<file path="config.mk">
export PLATFORM = sky130hd
export DESIGN_NAME = slave_out_port_burst_flat
export DESIGN_NICKNAME = d
export VERILOG_FILES = /design/src/rtl/serial_bus_pkg.sv /design/src/rtl/slave_out_port_burst_if.sv /design/src/rtl/serial_bus_fifo.sv /design/src/rtl/slave_out_port_burst.sv /design/src/flat_wrapper.sv
export SDC_FILE = /design/constraint.sdc
export NUM_CORES = 1
export LEC_CHECK = 0
export ABC_AREA = 1
export CAP_MARGIN = 20
export CORE_UTILIZATION = 60
export DETAILED_ROUTE_END_ITERATION = 12
export GPL_ROUTABILITY_DRIVEN = 0
export PLACE_DENSITY_LB_ADDON = 0.08
export SETUP_SLACK_MARGIN = 0.2
export SLEW_MARGIN = 15
export SYNTH_ARGS = -nofsm -noshare
export SYNTH_HDL_FRONTEND = slang
export SYNTH_SLANG_ARGS = --single-unit
</file>
<file path="constraint.sdc">
create_clock -name clk -period 2.5 [get_ports clk]
set_input_delay 0.5 -clock clk [delete_from_list [all_inputs] [get_ports clk]]
set_output_delay 0.5 -clock clk [all_outputs]
set_load 0.05 [all_outputs]
</file>
<file path="src/rtl/serial_bus_pkg.sv">
// Shared types and constants for the serial bus transmit path.
package serial_bus_pkg;

  typedef enum logic {
    IDLE = 1'b0,
    TX   = 1'b1
  } tx_state_e;

  localparam bit LSB_FIRST_C = 1'b0;
  localparam bit MSB_FIRST_C = 1'b1;

endpackage

</file>
<file path="src/rtl/slave_out_port_burst_if.sv">
// Word-in / serial-out handshake bundle of the slave transmit port.
interface slave_out_port_burst_if #(
  parameter int DATA_W = 8
);

  logic              s_valid;
  logic [DATA_W-1:0] data_input;
  logic              s_ready;
  logic              m_ready;
  logic              tx_data;
  logic              tx_valid;
  logic              s_tx_done;
  logic              burst_done;

  modport slave (
    input  s_valid, data_input, m_ready,
    output s_ready, tx_data, tx_valid, s_tx_done, burst_done
  );

  modport master (
    output s_valid, data_input, m_ready,
    input  s_ready, tx_data, tx_valid, s_tx_done, burst_done
  );

endinterface

</file>
<file path="src/rtl/serial_bus_fifo.sv">
// Generic synchronous FIFO; rdata shows the head combinationally, push ignored when full.
module serial_bus_fifo #(
  parameter int WIDTH = 8,
  parameter int DEPTH = 4
) (
  input  logic                         clk,
  input  logic                         reset,
  input  logic                         push,
  input  logic                         pop,
  input  logic [WIDTH-1:0]             wdata,
  output logic [WIDTH-1:0]             rdata,
  output logic                         full,
  output logic                         empty,
  output logic [$clog2(DEPTH+1)-1:0]   count
);

  localparam int AW = $clog2(DEPTH);
  localparam int CW = $clog2(DEPTH+1);

  logic [WIDTH-1:0] mem [DEPTH];
  logic [AW-1:0]    wr_ptr;
  logic [AW-1:0]    rd_ptr;
  logic             do_push;
  logic             do_pop;

  assign do_push = push && !full;
  assign do_pop  = pop && !empty;
  assign full    = (count == CW'(DEPTH));
  assign empty   = (count == '0);
  assign rdata   = mem[rd_ptr];

  // DEPTH is a power of two, so pointers wrap naturally.
  always_ff @(posedge clk or posedge reset) begin
    if (reset) begin
      wr_ptr <= '0;
      rd_ptr <= '0;
      count  <= '0;
    end else begin
      if (do_push) wr_ptr <= wr_ptr + 1'b1;
      if (do_pop)  rd_ptr <= rd_ptr + 1'b1;
      case ({do_push, do_pop})
        2'b10:   count <= count + 1'b1;
        2'b01:   count <= count - 1'b1;
        default: count <= count;
      endcase
    end
  end

  always_ff @(posedge clk) begin
    if (do_push) mem[wr_ptr] <= wdata;
  end

endmodule

</file>
<file path="src/rtl/slave_out_port_burst.sv">
// Buffered serial transmit port: words shift out one bit per clk, back-to-back while data and m_ready allow.
// First bit appears one edge after a push into an empty idle port; s_ready drops only when the buffer is full.
module slave_out_port_burst
  import serial_bus_pkg::*;
#(
  parameter int DATA_W     = 8,
  parameter int FIFO_DEPTH = 4,
  parameter bit MSB_FIRST  = LSB_FIRST_C,
  parameter bit IDLE_LEVEL = 1'b0
) (
  input  logic                   clk,
  input  logic                   reset,
  slave_out_port_burst_if.slave  bus
);

  localparam int BW = $clog2(DATA_W);
  localparam int CW = $clog2(FIFO_DEPTH+1);
  localparam logic [BW-1:0] LAST_BIT = BW'(DATA_W-1);

  tx_state_e         state;
  logic [DATA_W-1:0] shreg;
  logic [DATA_W-1:0] shifted;
  logic [BW-1:0]     bit_cnt;
  logic [DATA_W-1:0] head;
  logic              full;
  logic              empty;
  logic [CW-1:0]     count;
  logic              push;
  logic              pop;
  logic              tx_data_r;
  logic              tx_valid_r;
  logic              done_r;
  logic              burst_done_r;

  function automatic logic first_bit(input logic [DATA_W-1:0] w);
    return (MSB_FIRST == MSB_FIRST_C) ? w[DATA_W-1] : w[0];
  endfunction

  assign bus.s_ready    = !reset && (count != CW'(FIFO_DEPTH));
  assign bus.tx_data    = tx_data_r;
  assign bus.tx_valid   = tx_valid_r;
  assign bus.s_tx_done  = done_r;
  assign bus.burst_done = burst_done_r;

  assign push = bus.s_valid && !full;
  // A new word is taken only from IDLE or while the previous word's last bit is on the line.
  assign pop  = !empty && bus.m_ready && ((state == IDLE) || done_r);

  assign shifted = (MSB_FIRST == MSB_FIRST_C) ? {shreg[DATA_W-2:0], 1'b0}
                                              : {1'b0, shreg[DATA_W-1:1]};

  serial_bus_fifo #(
    .WIDTH (DATA_W),
    .DEPTH (FIFO_DEPTH)
  ) u_fifo (
    .clk   (clk),
    .reset (reset),
    .push  (push),
    .pop   (pop),
    .wdata (bus.data_input),
    .rdata (head),
    .full  (full),
    .empty (empty),
    .count (count)
  );

  always_ff @(posedge clk or posedge reset) begin
    if (reset) begin
      state        <= IDLE;
      shreg        <= '0;
      bit_cnt      <= '0;
      tx_data_r    <= IDLE_LEVEL;
      tx_valid_r   <= 1'b0;
      done_r       <= 1'b0;
      burst_done_r <= 1'b0;
    end else begin
      done_r       <= 1'b0;
      burst_done_r <= 1'b0;
      if (pop) begin
        state      <= TX;
        shreg      <= head;
        tx_data_r  <= first_bit(head);
        tx_valid_r <= 1'b1;
        bit_cnt    <= BW'(1);
      end else if ((state == IDLE) || done_r) begin
        state      <= IDLE;
        tx_data_r  <= IDLE_LEVEL;
        tx_valid_r <= 1'b0;
        bit_cnt    <= '0;
      end else begin
        shreg     <= shifted;
        tx_data_r <= first_bit(shifted);
        if (bit_cnt == LAST_BIT) begin
          done_r       <= 1'b1;
          burst_done_r <= empty || !bus.m_ready;
        end else begin
          bit_cnt <= bit_cnt + 1'b1;
        end
      end
    end
  end

endmodule

</file>
<file path="src/flat_wrapper.sv">
// flat-port wrapper written by rule: the top's interface ports become plain ports
module slave_out_port_burst_flat import serial_bus_pkg::*;
#(
  parameter int DATA_W     = 8,
  parameter int FIFO_DEPTH = 4,
  parameter bit MSB_FIRST  = LSB_FIRST_C,
  parameter bit IDLE_LEVEL = 1'b0
)
  (clk, reset, bus_s_valid, bus_data_input, bus_m_ready, bus_s_ready, bus_tx_data, bus_tx_valid, bus_s_tx_done, bus_burst_done);
  slave_out_port_burst_if #(.DATA_W(DATA_W)) bus_i ();
  input  logic clk;
  input  logic reset;
  input wire logic [$bits(bus_i.s_valid)-1:0] bus_s_valid;
  input wire logic [$bits(bus_i.data_input)-1:0] bus_data_input;
  input wire logic [$bits(bus_i.m_ready)-1:0] bus_m_ready;
  output wire logic [$bits(bus_i.s_ready)-1:0] bus_s_ready;
  output wire logic [$bits(bus_i.tx_data)-1:0] bus_tx_data;
  output wire logic [$bits(bus_i.tx_valid)-1:0] bus_tx_valid;
  output wire logic [$bits(bus_i.s_tx_done)-1:0] bus_s_tx_done;
  output wire logic [$bits(bus_i.burst_done)-1:0] bus_burst_done;
  assign bus_i.s_valid = bus_s_valid;
  assign bus_i.data_input = bus_data_input;
  assign bus_i.m_ready = bus_m_ready;
  assign bus_s_ready = bus_i.s_ready;
  assign bus_tx_data = bus_i.tx_data;
  assign bus_tx_valid = bus_i.tx_valid;
  assign bus_s_tx_done = bus_i.s_tx_done;
  assign bus_burst_done = bus_i.burst_done;
  slave_out_port_burst #(.DATA_W(DATA_W), .FIFO_DEPTH(FIFO_DEPTH), .MSB_FIRST(MSB_FIRST), .IDLE_LEVEL(IDLE_LEVEL)) u_core (.clk(clk), .reset(reset), .bus(bus_i));
endmodule
</file>
# After elaboration in Yosys (flattened, before gate mapping)
# Memories as Yosys holds them, arrays and structs flattened.
# Cells that the tools add are included.
word_totals:
  reg_bits: 22
  mem_bits_rw: 32
  input_bits: 12
  output_inout_bits: 5
  elab_cells: 56
  n_memories: 1
op_classes:
  add_sub_neg: 5
  n_eq_ne: 7
  muxes: 18
  bitwise: 1
  reduce_logical: 15
mem_list:
  columns: ["name", "depth", "width", "read_ports", "rd_ports_with_merged_regs", "write_ports", "line", "text"]
  rows:
  - ["u_core.u_fifo.mem", 4, 8, 1, 0, 1, "serial_bus_fifo.sv:20", "logic [WIDTH-1:0] mem [DEPTH];"]
op_table:
  columns: ["operator", "count"]
  rows:
  - ["two-way mux 8 bit", 2]
  - ["two-way mux 1 bit", 12]
  - ["two-way mux 3 bit", 3]
  - ["adder 3 x 1 -> 3 bit, second input constant", 2]
  - ["== test 3 bit, second input constant", 2]
  - ["logical AND 1 bit", 6]
  - ["one-hot mux 3 bit (2 select lines)", 1]
  - ["adder 2 x 1 -> 2 bit, second input constant", 2]
  - ["zero test 1 bit", 4]
  - ["nonzero test 2 bit", 2]
  - ["zero test 3 bit", 1]
  - ["!= test 3 x 2 -> 1 bit, second input constant", 1]
  - ["!= test 3 bit, second input constant", 1]
  - ["subtractor 3 x 1 -> 3 bit, second input constant", 1]
  - ["== test 2 x 1 -> 1 bit, second input constant", 1]
  - ["== test 2 bit, second input constant", 1]
  - ["logical OR 1 bit", 2]
  - ["!= test 2 bit, second input constant", 1]
  - ["NOT 1 bit", 1]

# Longest topological paths before layout
# Gate-level depths: netlist (run 1).
depth:
  depth_word: 7
  depth_mapped: 11
  ltp_nobuf: 11

# Modules after synthesis
# From an unflattened synthesis (run 1), not the netlist that was laid out.
hier_totals:
  cells_unflattened: 232
  area_unflattened_um2: 2513.7
modules_own_cells:
  columns: ["mod", "n_inst", "cells_per_inst", "area_each_um2", "seq_area_each_um2"]
  rows:
  - ["serial_bus_fifo", 1, 155, 1755.4, 1136.1]
  - ["slave_out_port_burst", 1, 77, 758.2, 350.3]

# Worst setup path before layout (run 1)
# Ideal clock, no wire load.
synth_timing:
  kind: "reg2reg"
  start: "reg u_core.done_r, in the netlist u_core.bus.s_tx_done"
  end: "reg u_core.u_fifo.count[2]"
  setup_time_ns: 0.079
  t_arrival_ns: 1.945
  setup_slack_ns: 0.476
  path_stages_with_launch: 12
  cell_sequence: "dfrtp_1 -> inv_1 -> nand2_2 -> nand3_4 -> inv_6 -> ha_1 -> inv_1 -> fa_1 -> nor2_1 -> nor2_1 -> nand2_1 -> xor2_1"
synth_via:
  elab_chain_len: 5
synth_rtl:
  columns: ["element", "line", "text"]
  rows:
  - ["from (decl)", "slave_out_port_burst.sv:32", "logic done_r;"]
  - ["from (signal assigned)", "slave_out_port_burst.sv:74", "done_r <= 1'b0;"]
  - ["from (signal assigned)", "slave_out_port_burst.sv:77", "done_r <= 1'b0;"]
  - ["from (signal assigned)", "slave_out_port_burst.sv:94", "done_r <= 1'b1;"]
  - ["logical OR 1 bit (*)", "slave_out_port_burst.sv:47", "assign pop = !empty && bus.m_ready && ((state == IDLE) || done_r);"]
  - ["logical AND 1 bit (*)", "slave_out_port_burst.sv:47", null]
  - ["logical AND 1 bit (*)", "serial_bus_fifo.sv:27", "assign do_pop = pop && !empty;"]
  - ["named net u_core.u_fifo.do_pop", "serial_bus_fifo.sv:24", "logic do_pop;"]
  - ["== test 2 x 1 -> 1 bit / == test 2 bit (equally long branches)", "serial_bus_fifo.sv:41", "case ({do_push, do_pop})"]
  - ["one-hot mux 3 bit (2 select lines) / nonzero test 2 bit (equally long branches)", null, null]
  - ["to (signal assigned)", "serial_bus_fifo.sv:42", "2'b10: count <= count + 1'b1;"]
  - ["to (signal assigned)", "serial_bus_fifo.sv:43", "2'b01: count <= count - 1'b1;"]
  - ["to (signal assigned)", "serial_bus_fifo.sv:44", "default: count <= count;"]
  - ["to (decl)", "serial_bus_fifo.sv:14", "output logic [$clog2(DEPTH+1)-1:0] count"]
# Mark *: on every way through the listed nets, which the timed path passes. The rest lies on a longest branch.
# A chain may end at the register's enable or synchronous reset.

# Final worst setup path (run 1)
layout_timing:
  start: "in bus_m_ready"
  end: "reg u_core.u_fifo.count[2]"
layout_via:
  elab_chain_len: 5
layout_rtl:
  columns: ["element", "line", "text"]
  rows:
  - ["from (decl)", "flat_wrapper.sv:15", "input wire logic [$bits(bus_i.m_ready)-1:0] bus_m_ready;"]
  - ["logical AND 1 bit (*) (2 in series)", "slave_out_port_burst.sv:47", null]
  - ["logical AND 1 bit (*)", "serial_bus_fifo.sv:27", null]
  - ["named net u_core.u_fifo.do_pop", "serial_bus_fifo.sv:24", null]
  - ["== test 2 x 1 -> 1 bit / == test 2 bit (equally long branches)", "serial_bus_fifo.sv:41", null]
  - ["one-hot mux 3 bit (2 select lines) / nonzero test 2 bit (equally long branches)", null, null]
# Marked as above.

==> results of run 1 <==
[per-layer routing]
metal | vias up | track usage | part of all wire
met5 | - | 0 | 0
met4 | 0 | 0.07337 | 0.020
met3 | 9 | 0.05690 | 0.035
met2 | 33 | 0.3304 | 0.48
met1 | 679 | 0.2681 | 0.47
li1 | 780 | - | -
[report_power, final]
group / internal (uW) / switching, uW / leakage, uW
combinational: 422 / 727 / 0.000683
clock: 199 / 280 / 0.0000462
sequential: 1190 / 190 / 0.000556
total: 1810 / 1200 / 0.00129
[path summary, 6_finish.rpt]
kind | slack (ns) | to
setup / recovery | 0.44 | u_core.u_fifo.count[2]
hold / removal | 0.51 | u_core.shreg[6]
setup reg to reg | 0.54 | u_core.u_fifo.count[2]
hold reg to reg | 0.51 | u_core.shreg[6]
max in group asynchronous | 1.73 | u_core.u_fifo.rd_ptr[0]
min in group asynchronous | 0.55 | u_core.shreg[4]
[kinds of logic after synthesis]
group,count (synthesis)
and+or+nand+nor,109
adders and majority gates,8
AOI/OAI and AO/OA,10
xor gates and xnor gates,5
DFF,53
buffers and inverters,48
[cells in the final DEF, fill, tap and decap left out]
cell type and instances:
nand2_4 3, a21oi_1 4, o21ai_2 1, o21ai_0 1, inv_2 1, nand3_2 6
xor2_1 3, nand2_1 62, buf_4 6, inv_1 40, ha_1 7, clkinv_4 1
nor2_4 1, nand2_2 4, dfrtp_1 21, inv_6 2, o21ai_1 4, fa_1 1
clkinv_1 1, inv_8 1, nor2_1 9, edfxtp_1 32, clkdlybuf4s50_1 15, clkbuf_8 5
nand3_1 23, xnor2_1 2, nand3_4 1
[through the flow]
step	power, uW	worst slack (ns)	hold WS, ns
2_1_floorplan	2310	0.4756	0.4596
3_3_place_gp	2530	0.1741	0.4790
3_5_place_dp	2562	0.1244	0.4912
4_1_cts	3038	0.4393	0.5139
5_1_grt	3250	0.2894	0.5424
6_report	3005	0.4440	0.5076
[cell type report]
cell class / count / area (um2) / share of cell area
repair buffers: 21 / 195.2 / 0.07123
well taps: 48 / 60.06 / 0.02192
inverters: 43 / 173.9 / 0.06347
clock buffers: 5 / 68.82 / 0.02511
flip-flops and latches: 53 / 1486 / 0.5425
multi-input cells: 132 / 734.5 / 0.2680
clock inverters: 3 / 21.27 / 0.007763
[sequential cells by signal, indices dropped and copies added, names as in the netlist]
signal / flops
u_core.state: 1
u_core.bus.burst_done: 1
u_core.u_fifo.mem: 32
u_core.bus.tx_data: 1
u_core.bit_cnt: 3
u_core.u_fifo.wr_ptr: 2
u_core.u_fifo.rd_ptr: 2
u_core.shreg: 7
u_core.bus.s_tx_done: 1
u_core.u_fifo.count: 3
[critical path, cell delays in order]
cell and delay (ns):
clkdlybuf4s50_1 0.57, nand3_4 0.16, inv_6 0.11, ha_1 0.13, inv_1 0.06, fa_1 0.38, nor2_1 0.11, nor2_1 0.04
nand2_1 0.06, xor2_1 0.15
==> metrics, run 1 <==
DR DRC count 0; RSZ-0062 raised after global routing false; Critical Path End Type flop; via count 1501; mux contribution to synthesized area 0; synth cell count leaders nand2_1 (62), inv_1 (40), edfxtp_1 (32); Post-DP HPWL 2679 um; Post-Place Cell Area 0.002650 mm2; DRT Pass-1 Iters 4; Worst Setup Start Kind primary input; Crit. Startpoint bus_m_ready; FFs w/ async S/R, synth 0.3962; clock latency on the worst-skew pair 0.31 ns; filler instances 275; worst slew pin tran 0.7248 ns; Period minus WS final 2.056 ns; clk sinks 53; cell with the most instances after synthesis nand2_1; initial core utilization 0.6483; post-route cell area 0.002740 mm2; Synth cell types 26; worst endpoint data arrival time 2.29 ns; endpoints failing setup 0; worst hold-check path type flop to flop; Max Cap Viol 0; outcome completed; Row Count 22; min-delay src u_core.shreg[7]; clock skew 0.01113 ns; port buffer count 16; maximum clock path buffer count 2; Synth-to-Final Area Change 12.08%; synthesized instance count 233; sequential area share after synthesis 0.6080; die width 65.84 um; first-pass GRT wire length 6389 um; WHS Path Cells 2; htree depth 2; vias per cell 4.921; Leakage 0.001285 uW; largest family of logic cells by synthesized area simple AND/OR/NAND/NOR gates; Nets 276; Ports 17; Synth Area in Simple Gates 0.2165; Power Density 1097 mW/mm2; slew margin rel. 0.5168; kind of critical path primary input to flop; Num CTS Buffers 5; cts repair resizes 0; Worst Path Max Fanout 7; Synth Area per Inst 10.49 um2; R2R depth 10; CTS tree yes; largest net degree at the start of global routing 22; Synth top area share 0.3930; wire per inst 12.46 um; Req. time, crit path 2.73 ns; synthesized flop and latch total 53; Final TNS setup 0 ns; antenna viol nets, final 0; DR iter-0 viols 90; Ant. Diodes 0; fin crit share 0.8224; net count after synthesis 253; XOR/XNOR share of the synthesized area 0.01791; share of post-route cells with drive strength above 1 0.1245; Post-synth EDFFs 32; initial antenna violation count 0; Reg clk slew, reported paths 0.09 ns; die area 0.004334 mm2; Pins Over Slew Limit 0; Setup Buffers After CTS 0; Die Ht 65.84 um; final-report hold violation count 0; area leader, netlist edfxtp_1; Inst Count DP 297; adder-cell share of the synthesized area 0.04401; Routed WL 3801 um; non-filler instance count after layout 305; synthesized area 0.002445 mm2; Synth Warn # 0; vias in the first global route 1427; core area 0.003771 mm2; # hold bufs at CTS 0; synth top area cells edfxtp_1 (39%), dfrtp_1 (21%), nand2_1 (9.5%); compound-cell area share of the yosys netlist 0.02201; VDD IR max 0.4641 mV; final core occ 0.7266; ys flop type edfxtp_1; reg2reg start u_core.state; Root Driver clkbuf_8; total global-route track usage 0.2062; max frequency 486.4 MHz; GR Overflow Total 0
No activity file was read; power rests on OpenSTA's default activity.
==> inputs of run 2 (changes only) <==
--- a/config.mk
+++ b/config.mk
@@ -7,7 +7,7 @@
 export LEC_CHECK = 0
 export ABC_AREA = 1
 export CAP_MARGIN = 20
-export CORE_UTILIZATION = 60
+export CORE_UTILIZATION = 58
 export DETAILED_ROUTE_END_ITERATION = 12
 export GPL_ROUTABILITY_DRIVEN = 0
 export PLACE_DENSITY_LB_ADDON = 0.08
==> constraint.sdc (replaced) <==
create_clock -name clk -period 2.1 [get_ports clk]
set_input_delay 0.42 -clock clk [delete_from_list [all_inputs] [get_ports clk]]
set_output_delay 0.42 -clock clk [all_outputs]
set_load 0.05 [all_outputs]
==> metrics, run 2 (synthesis results as in run 1) <==
outcome completed (unchanged); min setup slack post-route 0.2636 ns (was 0.4440 ns); htree depth 2 (unchanged); Num CTS Buffers 5 (unchanged); CTS tree yes (unchanged); R2R depth 10 (unchanged); kind of critical path flop to primary output (was primary input to flop); DR iter-0 viols 93 (was 90); DR DRC count 0 (unchanged); die area 0.004479 mm2 (was 0.004334 mm2); fin crit share 0.8745; final-report hold violation count 0 (unchanged); die width 66.93 um (was 65.84 um); via count 1514 (was 1501); vias per cell 4.822 (was 4.921); Routed WL 3788 um (was 3801 um); R2R setup slack 0.33 ns (was 0.54 ns); Period minus WS final 1.836 ns; core area 0.004029 mm2 (was 0.003771 mm2); CP Cell Sequence clkdlybuf4s50_1 (was clkdlybuf4s50_1, nand3_4, inv_6, ha_1, inv_1, fa_1, nor2_1, nor2_1, nand2_1, xor2_1); initial core utilization 0.6068 (was 0.6483); clk sinks 53 (unchanged); Nets 283 (was 276); clock skew 0.003878 ns (was 0.01113 ns); slew margin rel. 0.6666 (was 0.5168); Top reg by flops u_core.u_fifo.mem (unchanged); filler instances 309 (was 275); instance count on the critical path 1 (was 10); share of post-route cells with drive strength above 1 0.1591 (was 0.1245); Crit. Startpoint u_core.bus.burst_done (was bus_m_ready); Max Cap Viol 0 (unchanged); Pins Over Slew Limit 0 (unchanged); worst hold-check path type primary input to asynchronous set/reset pin (was flop to flop); Ports 17 (unchanged); clock latency on the worst-skew pair 0.30 ns (was 0.31 ns); Critical Path End Type primary output (was flop); Setup Buffers After CTS 0 (unchanged); VDD IR max 0.6635 mV (was 0.4641 mV); maximum clock path buffer count 2 (unchanged); reg2reg start u_core.u_fifo.count[0] (was u_core.state); Final TNS setup 0 ns (unchanged); worst slew pin tran 0.4993 ns (was 0.7248 ns); wire per inst 12.06 um (was 12.46 um); Inst Count DP 306 (was 297); dpl ws -0.02769 ns (was 0.1244 ns); worst endpoint data arrival time 1.42 ns (was 2.29 ns); delay-heaviest family, CP buffers and inverters (unchanged); Row Count 23 (was 22); RSZ-0062 raised after global routing false (unchanged); Die Ht 66.93 um (was 65.84 um); Ant. Diodes 0 (unchanged); Reg clk slew, reported paths 0.10 ns (was 0.09 ns); GR Overflow Total 0 (unchanged); port buffer count 16 (unchanged); Buf+Inv Stages, Crit Path 1 (was 3); initial antenna violation count 0 (unchanged); non-filler instance count after layout 314 (was 305); Post-DP HPWL 2556 um (was 2679 um); commonest non-fill, non-tap cell in the layout nand2_1 (unchanged); Largest register FFs 32 (unchanged); DRT Pass-1 Iters 4 (unchanged); endpoints failing setup 0 (unchanged); biggest regs u_core.u_fifo.mem x32, u_core.shreg x7 (unchanged); Final Total Pwr 3898 uW (was 3005 uW); largest net degree at the start of global routing 22 (unchanged); reg-to-reg endpoint u_core.u_fifo.count[2] (unchanged); Worst Path Max Fanout 1 (was 7); commonest non-fill, non-tap cells in the layout nand2_1 (62), inv_1 (40), edfxtp_1 (32) (unchanged); max frequency 544.6 MHz; CP Capture Point bus_burst_done (was u_core.u_fifo.count[2]); Leakage 0.001375 uW (was 0.001285 uW); Root Driver clkbuf_8 (unchanged); Worst Setup Start Kind flop (was primary input); CP peak stage delay 0.79 ns (was 0.57 ns); Slowest-stage cell, CP clkdlybuf4s50_1 (unchanged); Power Density 1362 mW/mm2 (was 1097 mW/mm2); first-pass GRT wire length 6127 um (was 6389 um); vias in the first global route 1384 (was 1427); antenna viol nets, final 0 (unchanged); Synth-to-Final Area Change 17.04% (was 12.08%); Req. time, crit path 1.68 ns (was 2.73 ns); total global-route track usage 0.1948 (was 0.2062)
-- run 2: cell types whose count changed in the layout (fill, tap and decap cells not counted), moves of 2 or more --
cell / change
dlymetal6s2s_1: +2
dfrtp_2: +2
clkdlybuf4s50_1: -3
buf_4: +6
dfrtp_1: -2
bufinv_16: +2
-- run 2: worst min-delay path by stage --
stage / slack, ns / from / depth (start not counted) / endpoint
after detailed placement: 0.48 / u_core.shreg[1] / 2 / u_core.bus.tx_data
after global placement: 0.48 / u_core.shreg[7] / 2 / u_core.shreg[6]
final: 0.47 / reset / 3 / u_core.u_fifo.count[1]
after floorplan: 0.40 / reset / 1 / u_core.bit_cnt[0]
after global routing: 0.49 / reset / 3 / u_core.u_fifo.count[1]
after CTS: 0.48 / reset / 3 / u_core.u_fifo.count[2]
-- run 2: final cells by class --
type | instances | area [um2] | share of cell area
multi-input cells | 132 | 734.5 | 0.2567
clock inverters | 3 | 68.82 | 0.02405
inverters | 43 | 173.9 | 0.06078
clock buffers | 5 | 68.82 | 0.02405
well taps | 50 | 62.56 | 0.02186
flip-flops and latches | 53 | 1489 | 0.5203
repair buffers | 28 | 264.0 | 0.09226
-- run 2: metal layers --
metal,part of all wire,GRT usage
met1,0.48,0.2438
met5,0,0
met4,0.0077,0.05585
met3,0.023,0.05651
met2,0.49,0.3258
-- run 2: per-stage QoR --
step | hold slack, ns | utilization | cell area, um2
after floorplan | 0.3964 | - | 2447
after global placement | 0.4783 | 0.6752 | 2720
after detailed placement | 0.4799 | 0.6752 | 2720
after CTS | 0.4785 | 0.7090 | 2856
after global routing | 0.4908 | 0.7102 | 2861
final | 0.4660 | 0.7102 | 2861
-- run 2: timing repair --
action	4_1_cts	5_1_grt
pin swaps	0	0
hold buffers	0	0
endpoints found under the setup margin	1	2
resized for setup	1	2
-- run 2: where the power goes --
| group | internal [uW] | total (uW) | switching, uW |
|---|---|---|---|
| Sequential | 1420 | 1570 | 158 |
| Combinational | 566 | 1510 | 948 |
| Clock | 480 | 811 | 331 |
| Total | 2460 | 3900 | 1440 |
==> inputs of run 3 (changes only) <==
--- a/config.mk
+++ b/config.mk
@@ -7,7 +7,7 @@
 export LEC_CHECK = 0
 export ABC_AREA = 1
 export CAP_MARGIN = 20
-export CORE_UTILIZATION = 58
+export CORE_UTILIZATION = 52
 export DETAILED_ROUTE_END_ITERATION = 12
 export GPL_ROUTABILITY_DRIVEN = 0
 export PLACE_DENSITY_LB_ADDON = 0.08
==> constraint.sdc (replaced) <==
create_clock -name clk -period 1.6 [get_ports clk]
set_input_delay 0.32 -clock clk [delete_from_list [all_inputs] [get_ports clk]]
set_output_delay 0.32 -clock clk [all_outputs]
set_load 0.05 [all_outputs]
==> metrics, run 3 (synthesis results as in run 1) <==
outcome complete, but fails checks (was completed); violated checks DRC, setup timing; commonest non-fill, non-tap cells in the layout nand2_1 (62), inv_1 (38), edfxtp_1 (32) (was nand2_1 (62), inv_1 (40), edfxtp_1 (32)); RSZ-0062 raised after global routing true (was false); Row Count 24 (was 23); first-pass GRT wire length 7224 um (was 6127 um); Nets 295 (was 283); Period minus WS final 1.673 ns; worst hold-check path type primary input to asynchronous set/reset pin (unchanged); wire per inst 12.90 um (was 12.06 um); htree depth 2 (unchanged); Ports 17 (unchanged); Fin Hold WS 0.3973 ns (was 0.4660 ns); Routed WL 4231 um (was 3788 um); Final Total Pwr 5230 uW (was 3898 uW); vias in the first global route 1640 (was 1384); filler instances 348 (was 309); worst endpoint data arrival time 1.91 ns (was 1.42 ns); Ant. Diodes 0 (unchanged); die area 0.004980 mm2 (was 0.004479 mm2); R2R depth 10 (unchanged); initial core utilization 0.5501 (was 0.6068); endpoints failing setup 2 (was 0); vias per cell 4.936 (was 4.822); Power Density 1755 mW/mm2 (was 1362 mW/mm2); initial antenna violation count 0 (unchanged); clock skew 0.01145 ns (was 0.003878 ns); DRT Pass-1 Iters 8 (was 4); max frequency 597.6 MHz; Crit. Startpoint u_core.u_fifo.count[1] (was u_core.bus.burst_done); Post-DP HPWL 2825 um (was 2556 um); Synth-to-Final Area Change 21.90% (was 17.04%); Worst Setup Start Kind flop (unchanged); commonest non-fill, non-tap cell in the layout nand2_1 (unchanged); DR DRC count 2 (was 0); slew margin rel. 0.8096 (was 0.6666); Pins Over Slew Limit 0 (unchanged); kind of critical path flop to flop (was flop to primary output); Inst Count DP 316 (was 306); Multi-input gate area 793.3 um2 (was 734.5 um2); GR Overflow Total 0 (unchanged); maximum clock path buffer count 2 (unchanged); Reg clk slew, reported paths 0.09 ns (was 0.10 ns); Max Cap Viol 0 (unchanged); VDD IR max 0.8947 mV (was 0.6635 mV); Final TNS setup -0.08009 ns (was 0 ns); Leakage 0.001398 uW (was 0.001375 uW); Critical Path End Type flop (was primary output); core area 0.004444 mm2 (was 0.004029 mm2); R2R setup slack -0.07 ns (was 0.33 ns); port buffer count 16 (unchanged); Top reg by flops u_core.u_fifo.mem (unchanged); Worst Path Max Fanout 3 (was 1); Die Ht 70.57 um (was 66.93 um); worst slew pin tran 0.2853 ns (was 0.4993 ns); final-report hold violation count 0 (unchanged); clock latency on the worst-skew pair 0.30 ns (about the same); # hold bufs at CTS 0 (unchanged); Root Driver clkbuf_8 (unchanged); register area 0.001490 mm2 (was 0.001489 mm2); antenna viol nets, final 0 (unchanged); fin crit share 1.046; total global-route track usage 0.1927 (was 0.1948); clk sinks 53 (unchanged); via count 1619 (was 1514); biggest regs u_core.u_fifo.mem x32, u_core.shreg x7 (unchanged); CP Capture Point u_core.u_fifo.count[2] (was bus_burst_done); reg2reg start u_core.u_fifo.count[1] (was u_core.u_fifo.count[0]); reg-to-reg endpoint u_core.u_fifo.count[2] (unchanged); non-filler instance count after layout 328 (was 314); Largest register FFs 32 (unchanged); largest net degree at the start of global routing 22 (unchanged); CTS tree yes (unchanged); share of post-route cells with drive strength above 1 0.2536 (was 0.1591); min setup slack post-route -0.07325 ns (was 0.2636 ns); die width 70.57 um (was 66.93 um); DR iter-0 viols 53 (was 93); Num CTS Buffers 5 (unchanged); Req. time, crit path 1.83 ns (was 1.68 ns)
run 3: area by class of cell:
| cell class | instances | share of cell area |
|---|---|---|
| timing repair buffer | 40 | 0.1259 |
| clock inverter | 2 | 0.003359 |
| clock buffer | 6 | 0.02435 |
| multi-input combinational | 132 | 0.2662 |
| tap | 52 | 0.02183 |
| inverter | 43 | 0.05835 |
| sequential | 53 | 0.5000 |
run 3: stage by stage:
stage	cell area, um2	setup slack [ns]	util
after global placement	2805	-0.3330	0.6312
after detailed placement	2805	-0.3588	0.6312
after global routing	2980	-0.1343	0.6706
after CTS	2947	-0.08480	0.6630
after floorplan	2467	-0.1706	-
final	2980	-0.07325	0.6706
run 3: what timing repair did:
action / in CTS / in global routing
setup endpoints to repair: 23 / 41
pin swaps: 2 / 1
resized for setup: 9 / 8
setup buffers: 4 / 0
run 3: routing by layer:
layer / global-route usage / part of all wire
met1: 0.2284 / 0.45
met2: 0.3474 / 0.51
met3: 0.04843 / 0.039
met4: 0.06000 / 0.010
met5: 0 / 0
run 3: critical path, stage by stage (launching register included):
cell and delay, ns:
dfrtp_1 0.42, nor2_4 0.17, nand2_2 0.08, nand2_4 0.08
ha_4 0.13, inv_2 0.04, fa_2 0.35, nor2_1 0.09
nor2_1 0.05, nand2_1 0.06, xor2_1 0.14
run 3: report_power, final:
group,internal (uW),switching (uW)
logic,1040,1390
clock network,303,407
registers,1860,230
total,3200,2030
run 3: how the worst min path moves through the flow:
stage / slack, ns / cells past startpoint / endpoint
6_report: 0.40 / 3 / u_core.u_fifo.count[0]
5_1_grt: 0.44 / 3 / u_core.u_fifo.count[1]
4_1_cts: 0.41 / 3 / u_core.u_fifo.count[0]
3_5_place_dp: 0.48 / 2 / u_core.shreg[1]
3_3_place_gp: 0.48 / 2 / u_core.shreg[2]
2_1_floorplan: 0.30 / 1 / u_core.bit_cnt[0]
